[src/rtl/hazard_pkg.sv]
// Shared encodings for the pipeline hazard controller.
package hazard_pkg;

    // Execute-stage operand source selects
    localparam logic [1:0] FWD_RF  = 2'b00;
    localparam logic [1:0] FWD_WB  = 2'b01;
    localparam logic [1:0] FWD_MEM = 2'b10;

    // Register 0 is hard-wired and never participates in dependencies
    localparam int unsigned REG_ZERO = 0;

    // Counter width of the multi-cycle sequencer
    localparam int unsigned MUL_CNT_W = 4;

    typedef enum logic [1:0] {
        IDLE = 2'd0,
        BUSY = 2'd1,
        DONE = 2'd2
    } mul_state_e;

endpackage

[src/rtl/hazard_controller_mul_sequencer.sv]
// Holds a multi-cycle Execute op in E for MUL_LAT cycles.
module mul_sequencer
    import hazard_pkg::*;
#(
    parameter int unsigned MUL_LAT = 4
) (
    input  logic clk,
    input  logic rst,
    input  logic start,
    output logic mstall_c,
    output logic busy_c,
    output logic done_c
);

    localparam logic [MUL_CNT_W-1:0] CNT_INIT = MUL_CNT_W'(MUL_LAT - 2);

    mul_state_e             state_q, state_d;
    logic [MUL_CNT_W-1:0]   cnt_q, cnt_d;

    // State and countdown registers
    always_ff @(posedge clk or posedge rst) begin
        if (rst) begin
            state_q <= IDLE;
            cnt_q   <= '0;
        end else begin
            state_q <= state_d;
            cnt_q   <= cnt_d;
        end
    end

    // Next state and stall/done decode; start is ignored outside IDLE
    always_comb begin
        state_d  = state_q;
        cnt_d    = cnt_q;
        mstall_c = 1'b0;
        busy_c   = 1'b0;
        done_c   = 1'b0;
        case (state_q)
            IDLE: begin
                if (start) begin
                    mstall_c = 1'b1;
                    if (MUL_LAT == 2) begin
                        state_d = DONE;
                    end else begin
                        state_d = BUSY;
                        cnt_d   = CNT_INIT;
                    end
                end
            end
            BUSY: begin
                mstall_c = 1'b1;
                busy_c   = 1'b1;
                if (cnt_q == MUL_CNT_W'(1)) begin
                    state_d = DONE;
                end else begin
                    cnt_d = cnt_q - MUL_CNT_W'(1);
                end
            end
            DONE: begin
                busy_c  = 1'b1;
                done_c  = 1'b1;
                state_d = IDLE;
            end
            default: begin
                state_d = IDLE;
                cnt_d   = '0;
            end
        endcase
    end

endmodule

[src/rtl/hazard_controller.sv]
// Forwarding, hazard detection, stall/flush generation and perf counters.
module hazard_controller
    import hazard_pkg::*;
#(
    parameter int unsigned AWL     = 6,
    parameter int unsigned MUL_LAT = 4,
    parameter int unsigned PERF_WL = 16
) (
    input  logic               CLK,
    input  logic               RST,
    input  logic [AWL-2:0]     RsD,
    input  logic [AWL-2:0]     RtD,
    input  logic [AWL-2:0]     RsE,
    input  logic [AWL-2:0]     RtE,
    input  logic [AWL-2:0]     RFAE,
    input  logic [AWL-2:0]     RFAM,
    input  logic [AWL-2:0]     RFAW,
    input  logic               RFWEE,
    input  logic               RFWEM,
    input  logic               RFWEW,
    input  logic               MtoRFSelE,
    input  logic               MtoRFSelM,
    input  logic               BranchD,
    input  logic               PCSrcD,
    input  logic               MulStartE,
    output logic [1:0]         ForwardAE,
    output logic [1:0]         ForwardBE,
    output logic               ForwardAD,
    output logic               ForwardBD,
    output logic               StallF,
    output logic               StallD,
    output logic               StallE,
    output logic               FlushD,
    output logic               FlushE,
    output logic               FlushM,
    output logic               MulBusy,
    output logic               MulDone,
    output logic [PERF_WL-1:0] StallCnt,
    output logic [PERF_WL-1:0] FlushCnt
);

    localparam int unsigned RW = AWL - 1;

    logic mstall_c, busy_c, done_c;
    logic lwstall_c, brstall_c, stall_c;

    function automatic logic hit(input logic [RW-1:0] a, input logic [RW-1:0] b);
        return (a != RW'(REG_ZERO)) && (a == b);
    endfunction

    function automatic logic [1:0] fwd_sel(input logic [RW-1:0] src,
                                           input logic [RW-1:0] dst_m, input logic we_m,
                                           input logic [RW-1:0] dst_w, input logic we_w);
        if (we_m && hit(src, dst_m))      return FWD_MEM;
        else if (we_w && hit(src, dst_w)) return FWD_WB;
        else                              return FWD_RF;
    endfunction

    mul_sequencer #(.MUL_LAT(MUL_LAT)) u_mul_seq (
        .clk      (CLK),
        .rst      (RST),
        .start    (MulStartE),
        .mstall_c (mstall_c),
        .busy_c   (busy_c),
        .done_c   (done_c)
    );

    // Hazard detection and pipeline controls; everything reads 0 during reset
    always_comb begin
        lwstall_c = MtoRFSelE & RFWEE & (hit(RFAE, RsD) | hit(RFAE, RtD));
        brstall_c = BranchD & ((RFWEE & (hit(RFAE, RsD) | hit(RFAE, RtD))) |
                               (MtoRFSelM & (hit(RFAM, RsD) | hit(RFAM, RtD))));
        stall_c   = ~RST & (lwstall_c | brstall_c | mstall_c);

        ForwardAE = RST ? FWD_RF : fwd_sel(RsE, RFAM, RFWEM, RFAW, RFWEW);
        ForwardBE = RST ? FWD_RF : fwd_sel(RtE, RFAM, RFWEM, RFAW, RFWEW);
        ForwardAD = ~RST & RFWEM & hit(RsD, RFAM);
        ForwardBD = ~RST & RFWEM & hit(RtD, RFAM);

        StallF  = stall_c;
        StallD  = stall_c;
        StallE  = ~RST & mstall_c;
        FlushM  = ~RST & mstall_c;
        FlushE  = ~RST & (lwstall_c | brstall_c) & ~mstall_c;
        FlushD  = ~RST & PCSrcD & ~stall_c;
        MulBusy = ~RST & busy_c;
        MulDone = ~RST & done_c;
    end

    // Saturating stall/flush cycle counters
    always_ff @(posedge CLK or posedge RST) begin
        if (RST) begin
            StallCnt <= '0;
            FlushCnt <= '0;
        end else begin
            if (StallF && (StallCnt != '1))
                StallCnt <= StallCnt + PERF_WL'(1);
            if ((FlushD || FlushE) && (FlushCnt != '1))
                FlushCnt <= FlushCnt + PERF_WL'(1);
        end
    end

endmodule

[config.mk]
export PLATFORM = sky130hd
export DESIGN_NAME = hazard_controller
export DESIGN_NICKNAME = d
export VERILOG_FILES = /design/src/rtl/hazard_pkg.sv /design/src/rtl/hazard_controller_mul_sequencer.sv /design/src/rtl/hazard_controller.sv
export SDC_FILE = /design/constraint.sdc
export NUM_CORES = 1
export LEC_CHECK = 0
export ABC_AREA = 1
export ABC_CLOCK_PERIOD_IN_PS = 5420
export CAP_MARGIN = 20
export CELL_PAD_IN_SITES_DETAIL_PLACEMENT = 0
export CELL_PAD_IN_SITES_GLOBAL_PLACEMENT = 2
export CORE_MARGIN = 2
export CORE_UTILIZATION = 25
export CTS_CLUSTER_SIZE = 10
export DETAILED_ROUTE_END_ITERATION = 8
export GPL_TIMING_DRIVEN = 0
export PLACE_DENSITY = 0.88
export SLEW_MARGIN = 5
export SYNTH_ARGS = -nofsm -noshare
export SYNTH_HDL_FRONTEND = slang
export SYNTH_SLANG_ARGS = --single-unit
[constraint.sdc]
create_clock -name CLK -period 5.42 [get_ports CLK]
set_clock_uncertainty 0.2 [all_clocks]
set_input_delay 1.626 -clock CLK [delete_from_list [all_inputs] [get_ports CLK]]
set_output_delay 1.626 -clock CLK [all_outputs]
set_load 0.01 [all_outputs]
==> flow_metrics.tcl <==
set metrics [dict create \
    cts_sinks 38 \
    synth_fp_nets 519 \
    grtUsageMet1 0.188 \
    dp_hpwl_um 7130 \
    finalCritPeriodShare 0.980 \
    core_um2 12000 \
    drc_errors 0 \
    fin_ws_ns 0.110 \
    clk_pin_slew_ns 0.06 \
    slew_violations 0 \
    io_buffers 87 \
    ys_ff_latch 38 \
    synth_edf_count 0 \
    grt_use_met2 0.250 \
    syn_area_per_cell_um2 6.58 \
    use_met3 0.0285 \
    htreeDepth 2 \
    drive_gt1_frac 0.0710 \
    setup_violations 0 \
    synthSimpleGateAreaFrac 0.385 \
    cts_tree "done" \
    start_util 0.256 \
    grt_pass1_wl_um 15500 \
    ant_nets 0 \
    grt_max_degree 23 \
    fmaxAchievable_mhz 188 \
    track_usage 0.145 \
    leakagePower_uw 0.00211 \
    cp-start-kind "input port" \
    busiest_layer "met2" \
    critPathRequiredTime_ns 3.59 \
    synth-compound-area-share 0.0664 \
    die-area_um2 13200 \
    final-seq-area_um2 951 \
    preCtsSetupSlack_ns -0.519 \
    critical_path_class "in -> out" \
    yosys-top-cells-area "dfrtp_1, nand2_1, inv_1, nand3_1, nor2_1" \
    worstSetupEndpointType "primary output" \
    drtIter0Drc 114 \
    final-instance-count-excl-fill 710 \
    clk_latency_ns 0.29 \
    synth_top_family_by_area "simple AND/OR/NAND/NOR gates" \
    gp_congestion 0.822 \
    viasPerCell 4.58 \
    pin_count 91 \
    wl_um 9040 \
    synth_adder_area_share 0.0285 \
    synth_ff_type "dfrtp_1" \
    synth_xor_area_frac 0.0941 \
    yosys_warnings 0 \
    num_vias 3249 \
    area.growth.synth_to_final_pct 41.9 \
    wl_per_cell_um 12.7 \
    muxShareOfSynthArea 0 \
    synth-seq-area-share 0.309 \
    ys_async_sr_fraction 1.00 \
    status "completed" \
    multi_input_area_um2 1790 \
    total_power_uw 1250 \
    die_w_um 115 \
    fillers 1305 \
    die_h_um 115 \
    max-vdd-ir-drop_mv 0.167 \
    dpl.cell_count 702 \
    critPathArrivalTime_ns 3.48 \
    ys_types 33 \
    relSlewSlack 0.658 \
    min_period_ns 5.31 \
    power.density_nw_per_um2 288 \
    clk_path_buf_depth 2 \
    antenna_found_initial 0 \
    cts_made_buffers 5 \
    min_path_type "reg -> reg" \
    n_antenna_cell 0 \
    hold_viol 0 \
    rsz0062_at_grt "no" \
    cap_violations 0 \
    firstDrtPassIters 4 \
    critPathMaxFanout 3 \
    grt_pass1_vias 3227 \
    synthCells 467 \
    gr-total-overflow 0 \
    synth_top_area_frac 0.309 \
    clock-root-buffer "clkbuf_16" \
    synth_area_leader_cell "dfrtp_1" \
    fp-row-count 40 \
    syn-cell-area_um2 3070 \
    nNetsFinal 615 \
    tightest_slew_ns 0.513 \
]
## layout make-up
type | count | share of cell area
buffer | 12 | 0.0218
clock buffer | 6 | 0.0318
clock inverter | 1 | 0.00688
inverter | 72 | 0.0620
multi-input combinational | 345 | 0.409
sequential | 38 | 0.218
tap | 147 | 0.0422
timing repair buffer | 89 | 0.208
## path summary, 6_finish.rpt
kind                            slack, ns  cells past startpoint           end         from
worst max-delay path                 0.11                      9  ForwardAE[1]       RsE[3]
worst min-delay path                 0.30                      2   FlushCnt[8]  FlushCnt[8]
worst max register to register       3.17                      9   FlushCnt[2]  FlushCnt[0]
worst min register to register       0.30                      2   FlushCnt[8]  FlushCnt[8]
max in group asynchronous            3.20                      3   FlushCnt[5]          RST
min in group asynchronous            1.34                      2  StallCnt[13]          RST
## through the flow
step	cell area, um^2	utilization	hold slack [ns]	setup TNS, ns
after floorplan	3070	-	0.278	0
after global placement	4130	0.344	0.277	-3.99
after detailed placement	4160	0.346	0.293	-1.61
after CTS	4340	0.361	0.307	0
after global routing	4360	0.363	0.322	0
final	4360	0.363	0.300	0
## critical path, cell delays in order
cell and delay (ns):
clkdlybuf4s50_1 0.49, inv_1 0.12, o22ai_1 0.08, nor2_1 0.10, o2111ai_1 0.14, nor4_2 0.23, inv_1 0.07, nor2_1 0.09
clkdlybuf4s50_1 0.54
## layout by cell type, fill, tap and decap left out, types with 7 or more instances in the layout
cell             Yosys  layout
ha_1                 7       7
xor2_1              17      17
clkdlybuf4s50_1      0      78
nand4_1              7       7
xnor2_1             16      16
dfrtp_1             38      38
o21ai_0              8       8
nor3_1              11      11
nand3_1             50      50
nor2_1              46      45
nand2_1            143     143
inv_1               68      67
## timing repair
action,in CTS,in global routing
setup endpoints to repair,7,6
hold buffers,0,0
pin swaps,1,0
setup buffers,1,0
resized for setup,10,7
## synth_stat cells, types with 5 or more instances
library cell,number
nand2_1,143
inv_1,68
nand3_1,50
nor2_1,46
dfrtp_1,38
xor2_1,17
xnor2_1,16
nor3_1,11
o21ai_0,8
ha_1,7
nand4_1,7
buf_4,5
nand2_2,5
nor4_1,5
o21ai_2,5
o22ai_1,5
## power breakdown
part	internal, uW	switching [uW]	leakage [uW]
clock network	227	116	0.0000829
registers	336	51.1	0.000512
logic	240	283	0.00152
## cells by family after synthesis
| kind of cell | Yosys count |
|---|---|
| simple gates | 274 |
| buf+inv | 84 |
| flops | 38 |
| xor+xnor | 33 |
| compound gates | 31 |
| fa+ha+maj | 7 |
## sequential cells by signal, indices dropped and copies added (netlist names)
register,count
StallCnt,16
u_mul_seq.state_q,2
FlushCnt,16
u_mul_seq.cnt_q,4
## layer usage
layer	wire length, um	vias up
li1	-	1664
met1	4090	1522
met2	4530	51
met3	297	12
met4	123	0
met5	0	-
Power figures use the tool's default switching activity.
